$ cat src/rtl/board_input_ctrl_pkg.sv
// Shared constants, FSM encoding and grid helper for the board input controller.
// Latency: n/a (declarations only).
// Backpressure: n/a.
package board_input_ctrl_pkg;

  localparam int TILE_W         = 2;
  localparam int SCREEN_W       = 640;
  localparam int SCREEN_H       = 480;
  localparam int CURSOR_RST_X   = 444;
  localparam int CURSOR_RST_Y   = 330;

  localparam int GRID_X0_DEF    = 293;
  localparam int GRID_Y0_DEF    = 104;
  localparam int TILE_DEF       = 85;
  localparam int ROWS_DEF       = 2;
  localparam int COLS_DEF       = 2;
  localparam int STEP_DEF       = 2;
  localparam int DEB_CYCLES_DEF = 500000;

  typedef enum logic [1:0] {
    ST_IDLE = 2'd0,
    ST_SEL  = 2'd1,
    ST_SWAP = 2'd2
  } fsm_state_t;

  // True when two cells share a row or column and sit exactly one step apart.
  function automatic logic is_adjacent(input int ra, input int ca, input int rb, input int cb);
    return ((ra == rb) && ((ca - cb == 1) || (cb - ca == 1))) ||
           ((ca == cb) && ((ra - rb == 1) || (rb - ra == 1)));
  endfunction

endpackage

$ cat src/rtl/board_input_ctrl_btn_debounce.sv
// Button conditioner: two-flop synchroniser followed by a stable-time debouncer.
// Latency: 2 sync cycles plus DEB_CYCLES cycles of stable differing input before o_level flips.
// Backpressure: none; o_level is a free-running registered level.
module board_input_ctrl_btn_debounce #(
  parameter int DEB_CYCLES = 500000
) (
  input  logic i_clk,
  input  logic i_rst,
  input  logic i_btn,
  output logic o_level
);

  localparam int CNT_W = (DEB_CYCLES > 1) ? $clog2(DEB_CYCLES) : 1;
  localparam logic [CNT_W-1:0] CNT_LAST = CNT_W'(DEB_CYCLES - 1);

  logic             r_sync1;
  logic             r_sync2;
  logic             r_level;
  logic [CNT_W-1:0] r_cnt;

  // Synchronise the raw pin, then flip the level only after an unbroken run of disagreement.
  always_ff @(posedge i_clk) begin
    if (i_rst) begin
      r_sync1 <= 1'b0;
      r_sync2 <= 1'b0;
      r_level <= 1'b0;
      r_cnt   <= '0;
    end else begin
      r_sync1 <= i_btn;
      r_sync2 <= r_sync1;
      if (r_sync2 != r_level) begin
        if (r_cnt == CNT_LAST) begin
          r_level <= r_sync2;
          r_cnt   <= '0;
        end else begin
          r_cnt <= r_cnt + 1'b1;
        end
      end else begin
        r_cnt <= '0;
      end
    end
  end

  assign o_level = r_level;

endmodule

$ cat src/rtl/board_input_ctrl.sv
// Board input controller: button conditioning, per-frame cursor motion, two-click select/swap FSM.
// Latency: cursor moves on the frame_tick edge; selection and swap outputs register one cycle after a click event.
// Backpressure: none; outputs are registered levels plus a single-cycle swap pulse.
module board_input_ctrl
  import board_input_ctrl_pkg::*;
#(
  parameter int GRID_X0    = GRID_X0_DEF,
  parameter int GRID_Y0    = GRID_Y0_DEF,
  parameter int TILE       = TILE_DEF,
  parameter int ROWS       = ROWS_DEF,
  parameter int COLS       = COLS_DEF,
  parameter int STEP       = STEP_DEF,
  parameter int DEB_CYCLES = DEB_CYCLES_DEF
) (
  input  logic                           i_clk,
  input  logic                           i_rst,
  input  logic                           i_frame_tick,
  input  logic                           i_up,
  input  logic                           i_down,
  input  logic                           i_left,
  input  logic                           i_right,
  input  logic                           i_click,
  output logic [9:0]                     o_cursor_x,
  output logic [9:0]                     o_cursor_y,
  output logic [TILE_W*ROWS*COLS-1:0]    o_tile_map,
  output logic                           o_sel_valid,
  output logic [$clog2(ROWS*COLS)-1:0]   o_sel_idx,
  output logic                           o_swap_pulse
);

  localparam int NCELL = ROWS * COLS;
  localparam int IW    = $clog2(NCELL);
  localparam int MW    = TILE_W * NCELL;
  localparam int RW    = (ROWS > 1) ? $clog2(ROWS) : 1;
  localparam int CW    = (COLS > 1) ? $clog2(COLS) : 1;
  localparam logic signed [10:0] STEP_S = 11'(STEP);
  localparam logic signed [10:0] X_MAX  = 11'(SCREEN_W - 1);
  localparam logic signed [10:0] Y_MAX  = 11'(SCREEN_H - 1);

  logic [4:0]         w_btn_raw;
  logic [4:0]         w_btn_deb;
  logic               w_up, w_down, w_left, w_right, w_click;
  logic               r_click_q;
  logic               w_click_ev;

  logic [9:0]         r_cursor_x, r_cursor_y;
  logic [9:0]         w_cursor_x_nxt, w_cursor_y_nxt;
  logic signed [10:0] w_dx, w_dy, w_x_sum, w_y_sum;

  logic               w_row_hit, w_col_hit, w_hit, w_hit_adj;
  logic [RW-1:0]      w_hit_row;
  logic [CW-1:0]      w_hit_col;
  logic [IW-1:0]      w_hit_idx;

  fsm_state_t         r_state, w_state_nxt;
  logic [MW-1:0]      r_tile_map, w_tile_map_nxt;
  logic               r_sel_valid, w_sel_valid_nxt;
  logic [IW-1:0]      r_sel_idx, w_sel_idx_nxt;
  logic [RW-1:0]      r_sel_row, w_sel_row_nxt;
  logic [CW-1:0]      r_sel_col, w_sel_col_nxt;
  logic               r_swap_pulse, w_swap_pulse_nxt;

  assign w_btn_raw = {i_click, i_right, i_left, i_down, i_up};

  for (genvar g = 0; g < 5; g++) begin : g_deb
    board_input_ctrl_btn_debounce #(.DEB_CYCLES(DEB_CYCLES)) u_deb (
      .i_clk   (i_clk),
      .i_rst   (i_rst),
      .i_btn   (w_btn_raw[g]),
      .o_level (w_btn_deb[g])
    );
  end

  assign w_up       = w_btn_deb[0];
  assign w_down     = w_btn_deb[1];
  assign w_left     = w_btn_deb[2];
  assign w_right    = w_btn_deb[3];
  assign w_click    = w_btn_deb[4];
  assign w_click_ev = w_click & ~r_click_q;

  // Remember the previous debounced click level to form a one-cycle press event.
  always_ff @(posedge i_clk) begin
    if (i_rst) r_click_q <= 1'b0;
    else       r_click_q <= w_click;
  end

  // Signed step per axis (opposing buttons cancel), then saturate to the visible screen.
  always_comb begin
    w_dx = '0;
    w_dy = '0;
    if (w_left && !w_right)      w_dx = -STEP_S;
    else if (w_right && !w_left) w_dx = STEP_S;
    if (w_up && !w_down)         w_dy = -STEP_S;
    else if (w_down && !w_up)    w_dy = STEP_S;
    w_x_sum = $signed({1'b0, r_cursor_x}) + w_dx;
    w_y_sum = $signed({1'b0, r_cursor_y}) + w_dy;
    if (w_x_sum[10])          w_cursor_x_nxt = '0;
    else if (w_x_sum > X_MAX) w_cursor_x_nxt = X_MAX[9:0];
    else                      w_cursor_x_nxt = w_x_sum[9:0];
    if (w_y_sum[10])          w_cursor_y_nxt = '0;
    else if (w_y_sum > Y_MAX) w_cursor_y_nxt = Y_MAX[9:0];
    else                      w_cursor_y_nxt = w_y_sum[9:0];
  end

  // Cursor only moves on the frame tick so motion speed is tied to the display rate.
  always_ff @(posedge i_clk) begin
    if (i_rst) begin
      r_cursor_x <= 10'(CURSOR_RST_X);
      r_cursor_y <= 10'(CURSOR_RST_Y);
    end else if (i_frame_tick) begin
      r_cursor_x <= w_cursor_x_nxt;
      r_cursor_y <= w_cursor_y_nxt;
    end
  end

  // Range-compare the current (pre-move) cursor against each column and row band.
  always_comb begin
    w_col_hit = 1'b0;
    w_row_hit = 1'b0;
    w_hit_col = '0;
    w_hit_row = '0;
    for (int c = 0; c < COLS; c++) begin
      if (int'(r_cursor_x) >= GRID_X0 + c * TILE && int'(r_cursor_x) < GRID_X0 + (c + 1) * TILE) begin
        w_col_hit = 1'b1;
        w_hit_col = CW'(c);
      end
    end
    for (int r = 0; r < ROWS; r++) begin
      if (int'(r_cursor_y) >= GRID_Y0 + r * TILE && int'(r_cursor_y) < GRID_Y0 + (r + 1) * TILE) begin
        w_row_hit = 1'b1;
        w_hit_row = RW'(r);
      end
    end
    w_hit     = w_row_hit & w_col_hit;
    w_hit_idx = IW'(int'(w_hit_row) * COLS + int'(w_hit_col));
    w_hit_adj = is_adjacent(int'(r_sel_row), int'(r_sel_col), int'(w_hit_row), int'(w_hit_col));
  end

  // Next-state and next-output logic; the swap is committed on the same edge that enters SWAP.
  always_comb begin
    w_state_nxt      = r_state;
    w_tile_map_nxt   = r_tile_map;
    w_sel_valid_nxt  = r_sel_valid;
    w_sel_idx_nxt    = r_sel_idx;
    w_sel_row_nxt    = r_sel_row;
    w_sel_col_nxt    = r_sel_col;
    w_swap_pulse_nxt = 1'b0;
    case (r_state)
      ST_IDLE: begin
        if (w_click_ev && w_hit) begin
          w_state_nxt     = ST_SEL;
          w_sel_valid_nxt = 1'b1;
          w_sel_idx_nxt   = w_hit_idx;
          w_sel_row_nxt   = w_hit_row;
          w_sel_col_nxt   = w_hit_col;
        end
      end
      ST_SEL: begin
        if (w_click_ev) begin
          if (!w_hit || (w_hit_idx == r_sel_idx)) begin
            w_state_nxt     = ST_IDLE;
            w_sel_valid_nxt = 1'b0;
          end else if (w_hit_adj) begin
            w_state_nxt      = ST_SWAP;
            w_sel_valid_nxt  = 1'b0;
            w_swap_pulse_nxt = 1'b1;
            w_tile_map_nxt[TILE_W*int'(r_sel_idx) +: TILE_W] = r_tile_map[TILE_W*int'(w_hit_idx) +: TILE_W];
            w_tile_map_nxt[TILE_W*int'(w_hit_idx) +: TILE_W] = r_tile_map[TILE_W*int'(r_sel_idx) +: TILE_W];
          end else begin
            w_sel_idx_nxt = w_hit_idx;
            w_sel_row_nxt = w_hit_row;
            w_sel_col_nxt = w_hit_col;
          end
        end
      end
      ST_SWAP: w_state_nxt = ST_IDLE;
      default: w_state_nxt = ST_IDLE;
    endcase
  end

  // State and registered outputs; reset restores the column-pattern board and drops any selection.
  always_ff @(posedge i_clk) begin
    if (i_rst) begin
      r_state      <= ST_IDLE;
      r_sel_valid  <= 1'b0;
      r_sel_idx    <= '0;
      r_sel_row    <= '0;
      r_sel_col    <= '0;
      r_swap_pulse <= 1'b0;
      for (int i = 0; i < NCELL; i++) begin
        r_tile_map[TILE_W*i +: TILE_W] <= TILE_W'(i % COLS);
      end
    end else begin
      r_state      <= w_state_nxt;
      r_tile_map   <= w_tile_map_nxt;
      r_sel_valid  <= w_sel_valid_nxt;
      r_sel_idx    <= w_sel_idx_nxt;
      r_sel_row    <= w_sel_row_nxt;
      r_sel_col    <= w_sel_col_nxt;
      r_swap_pulse <= w_swap_pulse_nxt;
    end
  end

  assign o_cursor_x   = r_cursor_x;
  assign o_cursor_y   = r_cursor_y;
  assign o_tile_map   = r_tile_map;
  assign o_sel_valid  = r_sel_valid;
  assign o_sel_idx    = r_sel_idx;
  assign o_swap_pulse = r_swap_pulse;

endmodule
$ cat config.mk
export PLATFORM = sky130hd
export DESIGN_NAME = board_input_ctrl
export DESIGN_NICKNAME = d
export VERILOG_FILES = /design/src/rtl/board_input_ctrl_pkg.sv /design/src/rtl/board_input_ctrl_btn_debounce.sv /design/src/rtl/board_input_ctrl.sv
export SDC_FILE = /design/constraint.sdc
export NUM_CORES = 1
export LEC_CHECK = 0
export CAP_MARGIN = 40
export CORE_AREA = 3 3 185 97
export CTS_CLUSTER_DIAMETER = 40
export CTS_CLUSTER_SIZE = 16
export DETAILED_ROUTE_END_ITERATION = 8
export DIE_AREA = 0 0 188 100
export MAX_ROUTING_LAYER = met4
export PLACE_DENSITY = 0.62
export SETUP_SLACK_MARGIN = 0.05
export SLEW_MARGIN = 20
export SYNTH_ARGS = -nofsm -noshare
export SYNTH_HDL_FRONTEND = slang
export SYNTH_SLANG_ARGS = --single-unit
$ cat constraint.sdc
create_clock -name i_clk -period 5.3 [get_ports i_clk]
set_clock_uncertainty 0.05 [all_clocks]
set_input_delay 1.06 -clock i_clk [delete_from_list [all_inputs] [get_ports i_clk]]
set_output_delay 1.06 -clock i_clk [all_outputs]
set_load 0.03 [all_outputs]
== Word level (Yosys, flattened, before mapping) ==
Index checks and enable logic that the tools add are counted.

* Flip-flop bits (word level): 147
* Bits in latches: 0
* Bits in writable memories: 0
* Memory bits (read-only): 0
* Input bits: 8
* Word-level logic and storage cells: 173
* Memories kept: 0

* Add/sub/neg operators: 14
* Multipliers: 0
* Div/mod/pow operators: 0
* Order comparisons: 10
* Eq/ne operators: 23
* Shift-type cells: 6
* Mux-type cells: 42
* Bitwise gates (word level): 11
* Reductions and logical operators: 37

{| class="wikitable"
|+ Operator list
! kind !! number
|-
| adder 19 x 1 -> 19 bit (second input constant) || 5
|-
| == test 19 bit (second input constant) || 5
|-
| negation 3 -> 33 bit || 2
|-
| variable shift 2 x 33 -> 8 bit (first input constant) || 2
|-
| indexed part select 2 x 33 -> 8 bit || 2
|-
| two-way mux 10 bit || 4
|-
| < comparator 10 x 9 -> 1 bit (second input constant) || 3
|-
| adder 11 bit || 2
|-
| two-way mux 11 bit || 2
|-
| >= comparator 10 x 9 -> 1 bit (second input constant) || 2
|-
| two-way mux 2 bit || 10
|-
| two-way mux 1 bit || 19
|-
| bitwise mux 8 bit || 2
|-
| indexed part select 8 x 4 -> 2 bit || 2
|-
| OR reduction 3 bit || 5
|-
| greater-than comparator 11 x 10 -> 1 bit (second input constant) || 1
|-
| greater-than comparator 11 bit (second input constant) || 1
|-
| logical AND 1 bit || 11
|-
| >= comparator 10 x 7 -> 1 bit (second input constant) || 1
|-
| >= comparator 10 x 8 -> 1 bit (second input constant) || 1
|-
| < comparator 10 x 8 -> 1 bit (second input constant) || 1
|-
| AND reduction 2 bit || 5
|-
| NOT 1 bit || 9
|-
| == test 2 bit (second input constant) || 4
|-
| 19 further kinds || 42
|}

== Longest topological paths before layout ==
Gate-level depths: netlist of the first run.

* Word-level depth: 12
* Mapped depth: 15
* Gate-level depth less buffers: 13

== Cells and area by module ==
A second synthesis of the first run with hierarchy kept.

* Cells, all modules: 991
* Area, all modules: 8376.8 sq um

{| class="wikitable"
|+ Modules (own cells, without submodules)
! module !! instances !! cells each !! area an instance (sq um) !! sequential area each (sq um)
|-
| board_input_ctrl_btn_debounce at g_deb[0].u_deb ... || 4 || 109 || 984.7 || 440.4
|-
| board_input_ctrl || 1 || 444 || 3357.0 || 700.7
|-
| board_input_ctrl_btn_debounce at g_deb[4].u_deb || 1 || 111 || 1081.0 || 440.4
|}

== Worst setup path after synthesis of the first run ==
No wires, ideal clock.

* Path type: reg-to-reg
* Start point: register g_deb[0].u_deb.r_level
* End point: register r_cursor_y[0], in the netlist o_cursor_y[0]
* Library setup time: 116 ps
* Data arrival time: 3132 ps
* Required time: 5134 ps
* Setup slack: 2002 ps
* Stages on the path, launching flop included: 15
* Path through: dfxtp_1 ha_1 clkbuf_1 buf_2 buf_2 xor2_1 ha_1 or3_1 a21oi_1 nor4_1 a211oi_1 xor2_1 o41a_1 nor2_1 o211a_1

* Word-level cells in the longest chain between the ends: 8
* Elaborated cells between the ends (all ways): 9
* Those cells by class: add/sub: 1; order compare: 1; mux: 4; reduce/logical: 3

{| class="wikitable"
|+ Ends and longest elaborated chain
! what !! line !! source
|-
| from (decl) || board_input_ctrl_btn_debounce.sv:18 || <nowiki>logic r_level;</nowiki>
|-
| from (signal assigned) || board_input_ctrl_btn_debounce.sv:33 || <nowiki>r_level <= r_sync2;</nowiki>
|-
| zero test 1 bit || board_input_ctrl.sv:94 || <nowiki>else if (w_down && !w_up) w_dy = STEP_S;</nowiki>
|-
| logical AND 1 bit || board_input_ctrl.sv:94 ||
|-
| two-way mux 2 bit || board_input_ctrl.sv:94 ||
|-
| two-way mux 11 bit (*) || board_input_ctrl.sv:93 || <nowiki>if (w_up && !w_down) w_dy = -STEP_S;</nowiki>
|-
| adder 11 bit (*) || board_input_ctrl.sv:96 || <nowiki>w_y_sum = $signed({1'b0, r_cursor_y}) + w_dy;</nowiki>
|-
| greater-than comparator 11 x 10 -> 1 bit || board_input_ctrl.sv:101 || <nowiki>else if (w_y_sum > Y_MAX) w_cursor_y_nxt = Y_MAX[9:0];</nowiki>
|-
| two-way mux 10 bit || board_input_ctrl.sv:101 ||
|-
| two-way mux 10 bit (*) || board_input_ctrl.sv:100 || <nowiki>if (w_y_sum[10]) w_cursor_y_nxt = '0;</nowiki>
|-
| to (signal assigned) || board_input_ctrl.sv:109 || <nowiki>r_cursor_y <= 10'(CURSOR_RST_Y);</nowiki>
|-
| to (signal assigned) || board_input_ctrl.sv:112 || <nowiki>r_cursor_y <= w_cursor_y_nxt;</nowiki>
|-
| to (decl) || board_input_ctrl.sv:46 || <nowiki>logic [9:0] r_cursor_x, r_cursor_y;</nowiki>
|}

Every way passes the cells marked *; elsewhere a longest branch is shown, timed or not.
A chain may end at the register's enable or synchronous reset.

== Final worst setup path of the first run ==
* Start point: register r_cursor_y[5], in the netlist o_cursor_y[5]
* End point: register r_tile_map[6], in the netlist o_tile_map[6]

* Word-level cells in the longest chain between the ends: 9
* Elaborated cells between the ends (all ways): 32
* Those cells by class: add/sub: 4; order compare: 4; eq/ne: 4; shift: 4; mux: 5; bitwise: 2; reduce/logical: 9

{| class="wikitable"
|+ Ends and longest elaborated chain
! what !! line !! source
|-
| >= comparator 10 x 8 -> 1 bit / < comparator 10 x 9 -> 1 bit (equally long branches) || board_input_ctrl.sv:129 || <nowiki>if (int'(r_cursor_y) >= GRID_Y0 + r * TILE && int'(r_cursor_y) < GRID_Y0 + (r + 1) * TILE) begin</nowiki>
|-
| logical AND 1 bit (*) || board_input_ctrl.sv:129 ||
|-
| two-way mux 1 bit (*) || board_input_ctrl.sv:129 ||
|-
| net w_hit_row || board_input_ctrl.sv:51 || <nowiki>logic [RW-1:0] w_hit_row;</nowiki>
|-
| parallel branches: the longest is 6 deep, another holds adder 2 x 1 -> 2 bit || -- ||
|-
| to (signal, indexed assignment) || board_input_ctrl.sv:191 || <nowiki>r_tile_map[TILE_W*i +: TILE_W] <= TILE_W'(i % COLS);</nowiki>
|-
| to (signal assigned) || board_input_ctrl.sv:195 || <nowiki>r_tile_map <= w_tile_map_nxt;</nowiki>
|-
| to (decl) || board_input_ctrl.sv:56 || <nowiki>logic [MW-1:0] r_tile_map, w_tile_map_nxt;</nowiki>
|}

Mark *: on every way through the listed nets, which the timed path passes.

==> results of run 1 <==
==> per-stage QoR <==
step / worst slack, ns / cell area, um2
2_1_floorplan: 2.00 / 7830
3_3_place_gp: 1.74 / 8310
3_5_place_dp: 1.61 / 8320
4_1_cts: 1.59 / 8910
5_1_grt: 1.28 / 8910
6_report: 1.59 / 8910
==> area by class of cell <==
class,instances,area share (%)
Sequential cell,145,32.6
Inverter,34,1.43
Clock buffer,17,4.78
Timing Repair Buffer,41,4.58
Tap cell,227,3.19
Multi-Input combinational cell,740,51.6
Clock inverter,15,1.83
==> placed cells by master (no fill, tap or decap), types with 11 or more instances in the layout <==
cell type                         netlist  routed
sky130_fd_sc_hd__and3_1                21      21
sky130_fd_sc_hd__clkdlybuf4s50_1        0      38
sky130_fd_sc_hd__o21ai_1               12      12
sky130_fd_sc_hd__ha_1                  24      24
sky130_fd_sc_hd__clkbuf_16              0      17
sky130_fd_sc_hd__xnor2_1               45      45
sky130_fd_sc_hd__nand3_1               45      45
sky130_fd_sc_hd__nor2b_1               22      22
sky130_fd_sc_hd__inv_1                 31      31
sky130_fd_sc_hd__nor4_1                12      12
sky130_fd_sc_hd__or3_1                 18      18
sky130_fd_sc_hd__nand4_1               31      31
sky130_fd_sc_hd__xor2_1                56      56
sky130_fd_sc_hd__dfxtp_1              145     145
sky130_fd_sc_hd__nand2_1               68      68
sky130_fd_sc_hd__a21oi_1               33      33
sky130_fd_sc_hd__nor3_1                19      19
sky130_fd_sc_hd__o21ai_0               17      17
sky130_fd_sc_hd__mux2i_1               11      11
sky130_fd_sc_hd__nor2_1               170     170
==> sequential cells by signal, indices dropped and copies added, names as in the netlist <==
name	flops
r_state	2
g_deb.u_deb.r_sync1	5
o_tile_map	8
o_swap_pulse	1
g_deb.u_deb.r_sync2	5
g_deb.u_deb.r_cnt	95
o_sel_idx	2
g_deb.u_deb.o_level	5
r_click_q	1
o_cursor_x	10
o_sel_valid	1
o_cursor_y	10
==> power by group through the flow <==
stage               registers (uW)  clock network, uW  logic (uW)
finish                        1100               1200        38.3
global route                  1100               1280        43.3
CTS                           1100               1230        38.9
detailed placement            1130                  0        38.8
global placement              1130                  0        38.9
floorplan                     1120                  0        24.9
==> metal layers <==
metal	global-route usage, %	vias up
met3	4.64	12
met4	4.32	0
met1	25.4	3050
li1	-	3390
met5	-	-
met2	29.7	138
==> synthesized netlist by cell type (11+ instances only) <==
| cell | n | area share (%) |
|---|---|---|
| sky130_fd_sc_hd__nand3_1 | 45 | 2.9 |
| sky130_fd_sc_hd__clkbuf_1 | 30 | 1.4 |
| sky130_fd_sc_hd__dfxtp_1 | 145 | 37 |
| sky130_fd_sc_hd__inv_1 | 31 | 1.5 |
| sky130_fd_sc_hd__xor2_1 | 56 | 6.3 |
| sky130_fd_sc_hd__o21ai_0 | 17 | 1.1 |
| sky130_fd_sc_hd__nand2_1 | 68 | 3.3 |
| sky130_fd_sc_hd__or3_1 | 18 | 1.4 |
| sky130_fd_sc_hd__mux2i_1 | 11 | 1.4 |
| sky130_fd_sc_hd__o21ai_1 | 12 | 0.77 |
| sky130_fd_sc_hd__nor2_1 | 170 | 8.1 |
| sky130_fd_sc_hd__nand4_1 | 31 | 2.5 |
| sky130_fd_sc_hd__and3_1 | 21 | 1.7 |
| sky130_fd_sc_hd__a21oi_1 | 33 | 2.1 |
| sky130_fd_sc_hd__nor4_1 | 12 | 0.96 |
| sky130_fd_sc_hd__nor3_1 | 19 | 1.2 |
| sky130_fd_sc_hd__xnor2_1 | 45 | 5.0 |
| sky130_fd_sc_hd__nor2b_1 | 22 | 1.8 |
| sky130_fd_sc_hd__ha_1 | 24 | 3.8 |
==> kinds of logic (layout without fill, tap and decap cells) <==
logic type      after synthesis  after routing
flops                       145            145
compound gates              141            141
mux                          15             15
xor+xnor                    101            101
simple gates                459            459
fa+ha+maj                    24             24
buf+inv                      81            107
==> worst max-delay path by stage <==
stage / start / end / slack [ns]
5_1_grt: g_deb[2].u_deb.o_level / o_cursor_x[6] / 1.28
3_5_place_dp: g_deb[2].u_deb.o_level / o_cursor_x[6] / 1.61
6_report: o_cursor_y[5] / o_tile_map[6] / 1.59
3_3_place_gp: g_deb[0].u_deb.o_level / o_cursor_y[0] / 1.74
4_1_cts: g_deb[3].u_deb.o_level / o_cursor_x[6] / 1.59
2_1_floorplan: g_deb[0].u_deb.o_level / o_cursor_y[0] / 2.00
==> metrics.txt, run 1 <==
part of the total power dissipated in the clock network 51.4%; most used flip-flop cell after synthesis sky130_fd_sc_hd__dfxtp_1; Top Metal Used met4; net count of the finished layout 1011; cell count of the worst hold path 1; area growth from synthesis to final layout 13.7%; WP depth 12; kind of end point of the critical path flip-flop; filler cell count 1523; post-layout util between 50% and 60%; share of synthesized cell area in full adder, half adder and majority cells 3.83%; antenna violations before repair 0; largest family of logic cells by synthesized area simple AND/OR/NAND/NOR gates; Post-Synthesis Net Count ~1000; count of different cell masters after synthesis 75; cell-internal power 1780 uW; async set or reset register ratio after synthesis 0%; CP startpoint kind flip-flop; actual transition at the worst max-transition pin 0.797 ns; sequential cell area in the final layout a little under 3000 um2; Worst path max stage delay ~0.63 ns; vias per std cell roughly 5.4; share of cells above drive strength 1 4.84%; path type of the worst setup path flip-flop to flip-flop; multiplexer share of the synthesized area ~2.4%; Gates resized, CTS repair 0; Pleak around 0.0031 uW; cell family with most CP delay simple AND/OR/NAND/NOR gates; CTS tree yes; number of storage elements in the synthesis netlist 145; instance count of the mapped netlist between 900 and 1000; start of the worst register-to-register path o_cursor_y[5]; wire length of the first global-routing pass between 20000 and 30000 um; outcome finished, final reports clean; capture endpoint of the worst hold path g_deb[4].u_deb.r_sync2; synthesized area divided by synthesized cell count 8.11 um2; area of the mapped netlist around 7800 um2; launch instance of the worst min-delay path g_deb[4].u_deb.r_sync1; Root Buffer sky130_fd_sc_hd__clkbuf_16; count of TritonRoute iterations in the first routing pass 5; number of nets with antenna violations after routing 0; DP HPWL 11500 um; count of flip-flops with a built-in enable after synthesis 0; standard-cell row count 33; Worst Reg2Reg Path Length in Cells 12; sequential power share 47.0%; number of instances in the placed design 1187; Crit Path Max Fanout 17; detailed-routed wire length on met2 7490 um; FF-to-FF setup slack ~1.6 ns; clk buf depth 2; via total after detailed routing between 6000 and 7000; Data required, critical path between 5 and 6 ns; P per Cell Area 263 nW/um2; part of the Yosys area used for sequential elements between 30% and 40%; mean routed wirelength per cell around 14 um; Cell Count, Final, Fillers Out 1219; post-route minimum period 3.71 ns; area of the multi-input gates about 4600 um2; count of endpoints failing hold in the final timing report 0; Hold/Removal Path Class flip-flop to flip-flop; total number of yosys warnings 0; number of global-route vias before repair 6226; chain of cells forming the critical path nor3_1, a211o_1, a31o_1, or2_1, inv_2, nor2_1, nor2_1, ha_1, nand2b_1, nor3_1, o2111ai_1, a21o_1; worst-case headroom to the max-slew limit 46.9%; die area 18800 um2; WL final roughly 17000 um; CTS H-Tree Depth 4; Simple-Gate Fraction of Synth Area around 29%; clock network latency to the later pin of the worst-skew pair 0.42 ns; number of port buffers 39; TritonCTS buffer count 17; Die Height about 100 um; diodes inserted 0; sum of routed wire segments on met1 about 8400 um; die extent in x 188 um; gp weighted congestion between 0.8 and 0.9; Clock transition at path regs around 0.07 ns; Max-Cap Viols 0; hold_ws approximately 0.39 ns; terminus of the critical flop-to-flop path o_tile_map[6]; detailed-route DRC error count 0; worst-case vdd ir drop between 0.2 and 0.25 mV; highest-delay cell along the critical path sky130_fd_sc_hd__dfxtp_1; core box area roughly 16000 um2; share of the synthesized netlist area taken by xor and xnor gates 11.3%; critical path arrival around 4 ns; hold buffer count at cts 0; largest net degree at the start of global routing 28; met3 wire len 689 um; buffers and inverters on the worst path 1; DRC marker count from the first detailed-route iteration between 300 and 400; Synth Area in Compound Gates approximately an eighth; total power after layout between 2000 and 2500 uW; # setup viols final 0; final max-slew violation count 0; RSZ-0062 raised after global routing no; post-CTS setup buffer count 0; IO Count 40; setup TNS after final layout 0 ns; initial core utilization 48.0%; Net Switching 566 uW; global route total overflow 0; total track usage 19.1%; final period utilization a little over two thirds; clk sinks about 150; Max Freq 269 MHz; Comb pwr share under 10%; switching power as a share of total power approximately 24%
Power figures use the tool's default switching activity.
==> inputs of run 2 (changes only) <==
clock period = 3.9 ns   (was 5.3 ns; I/O delays follow)
==> run 2 against run 1 <==
Routed wire length down 0.12%. Non-clock buffer count up 9. Combinational power up 40%. Critical path depth up 1. Register-to-register slack worse by 1.1 ns. Total power up 38%. First-iteration DRC count down 5.2%. Sequential share of layout area down 0.30 points. Clock power up 41%. Critical path type unchanged. Critical endpoint is now o_cursor_x[6]. Hold slack better by 0.0030 ns. Sequential cell count unchanged. Sequential power up 36%.
==> metrics.txt, run 2 (same netlist as run 1, synthesis figures left out) <==
start of the worst register-to-register path g_deb[3].u_deb.o_level; die extent in x 188 um (unchanged); filler cell count 1511 (-0.79%); Root Buffer sky130_fd_sc_hd__clkbuf_16; hold buffer count at cts 0 (unchanged); Worst path max stage delay 0.57 ns (-0.06 ns); launch instance of the worst min-delay path g_deb[2].u_deb.r_sync1; post-route minimum period 3.43 ns (-0.278 ns); cell count of the worst hold path 1 (unchanged); top register by number of flip-flops g_deb.u_deb.r_cnt; wire length of the first global-routing pass 28700 um (-2.1%); area of the multi-input gates 4600 um2 (unchanged); met1 track demand over resource 24.8% (-0.58 points); worst-case headroom to the max-slew limit 54.3% (+7.5 points); top library cells by usage in the layout, fill and taps aside sky130_fd_sc_hd__nor2_1 (170), sky130_fd_sc_hd__dfxtp_1 (145), sky130_fd_sc_hd__nand2_1 (68); Max Freq 291 MHz (+8.1%); clk sinks 145 (unchanged); final max-slew violation count 0 (unchanged); number of port buffers 39 (unchanged); sequential cell area in the final layout 2900 um2 (unchanged); Clock transition at path regs 0.07 ns (about the same); most frequent CP cell sky130_fd_sc_hd__ha_1; Worst setup startpoint g_deb[3].u_deb.o_level; kind of end point of the critical path flip-flop; RSZ-0062 raised after global routing no; largest net degree at the start of global routing 30 (+7.1%); Worst Reg2Reg Path Length in Cells 13 (+1); via total after detailed routing 6589 (-0.015%); net count of the finished layout 1020 (+0.89%); max FFs per register 95 (unchanged); Gates resized, CTS repair 0 (unchanged); Pleak 0.00316 uW (+2.0%); CTS tree yes; Data required, critical path 4.18 ns (-1.38 ns); initial core utilization 48.0% (unchanged); antenna violations before repair 0 (unchanged); core box area 16300 um2 (unchanged); critical path arrival 3.72 ns (-0.25 ns); CTS H-Tree Depth 4 (unchanged); area growth from synthesis to final layout 14.8%; worst-case vdd ir drop 0.353 mV (+62%); cell family with most CP delay compound AO/OA/AOI/OAI gates; count of endpoints failing hold in the final timing report 0 (unchanged); Hold/Removal Path Class flip-flop to flip-flop; path type of the worst setup path flip-flop to flip-flop; final period utilization 88.1% (+18 points); standard-cell row count 33 (unchanged); Crit Path Max Fanout 8 (-9); count of TritonRoute iterations in the first routing pass 5 (unchanged); number of global-route vias before repair 6081 (-2.3%); vias per std cell 5.37 (-0.75%); chain of cells forming the critical path inv_1, ha_1, inv_1, ha_1, ha_1, a21boi_1, o22a_1, nand2_1, a222oi_1, xor2_1, a21boi_1, o21ai_1, a221oi_1; setup TNS after final layout 0 ns (unchanged); clk buf depth 2 (unchanged); DP HPWL 11600 um (+0.86%); diodes inserted 0 (unchanged); met2 global-route usage 29.7% (unchanged); WL final 16700 um (-0.12%); global routing usage on met3 4.05% (-0.59 points); commonest non-fill, non-tap cell in the layout sky130_fd_sc_hd__nor2_1; share of cells above drive strength 1 5.69% (+0.86 points); outcome finished, final reports clean; die area 18800 um2 (unchanged); actual transition at the worst max-transition pin 0.685 ns (-0.112 ns); hold_ws 0.391 ns (+0.00296 ns); clock network latency to the later pin of the worst-skew pair 0.43 ns (about the same); highest-delay cell along the critical path sky130_fd_sc_hd__a222oi_1; IO Count 40 (unchanged); number of nets with antenna violations after routing 0 (unchanged); DRC marker count from the first detailed-route iteration 346 (-5.2%); buffers and inverters on the worst path 2 (+1); TritonCTS buffer count 17 (unchanged); P per Cell Area 360 nW/um2 (+37%); WP depth 13 (+1); gr busiest metal met2; post-CTS setup buffer count 0 (unchanged); # setup viols final 0 (unchanged); detailed-route DRC error count 0 (unchanged); global route total overflow 0 (unchanged); gp weighted congestion 0.890 (-0.61%); mean routed wirelength per cell 13.6 um (-0.85%); CP startpoint kind flip-flop; total track usage 18.8% (-0.27 points); Die Height 100 um (unchanged); Max-Cap Viols 0 (unchanged)
==> run 2: layout make-up <==
cell class	count	area share, %
Clock buffer	17	4.73
Clock inverter	15	2.07
Inverter	34	1.42
Multi-Input combinational cell	740	51.1
Sequential cell	145	32.3
Tap cell	227	3.16
Timing Repair Buffer	50	5.20
==> run 2: worst reg2reg max path, stage by stage (launching register included) <==
cell and delay, ns:
sky130_fd_sc_hd__dfxtp_1 0.36, sky130_fd_sc_hd__inv_1 0.07, sky130_fd_sc_hd__ha_1 0.27, sky130_fd_sc_hd__inv_1 0.07
sky130_fd_sc_hd__ha_1 0.22, sky130_fd_sc_hd__ha_1 0.24, sky130_fd_sc_hd__a21boi_1 0.17, sky130_fd_sc_hd__o22a_1 0.15
sky130_fd_sc_hd__nand2_1 0.08, sky130_fd_sc_hd__a222oi_1 0.57, sky130_fd_sc_hd__xor2_1 0.13, sky130_fd_sc_hd__a21boi_1 0.53
sky130_fd_sc_hd__o21ai_1 0.14, sky130_fd_sc_hd__a221oi_1 0.28
==> run 2: where the power goes <==
group          switching, uW  total [uW]  internal (uW)
registers               6.98        1500           1490
clock network            717        1690            974
logic                   34.7        53.6           18.9
==> run 2: through the flow <==
step	utilization [%]	area, um2	power (uW)	std cells	setup WS (ns)
5_1_grt	55.1	8990	3350	1228	0.168
3_3_place_gp	51.4	8380	1580	1196	0.612
4_1_cts	55.1	8990	3280	1228	0.489
6_report	55.1	8990	3240	1228	0.466
2_1_floorplan	-	7830	1560	966	0.602
3_5_place_dp	51.4	8380	1580	1196	0.526
==> run 2: final timing paths <==
check	slack (ns)	endpoint
worst max-delay path	0.47	o_cursor_x[6]
worst min register to register	0.39	g_deb[2].u_deb.r_sync2
worst min-delay path	0.39	g_deb[2].u_deb.r_sync2
worst max register to register	0.47	o_cursor_x[6]
==> run 2: layer usage <==
metal / part of all wire, % / wire, um
met4: 1.1 / 176
met3: 4.0 / 665
met2: 44 / 7400
met5: 0 / 0
met1: 51 / 8470
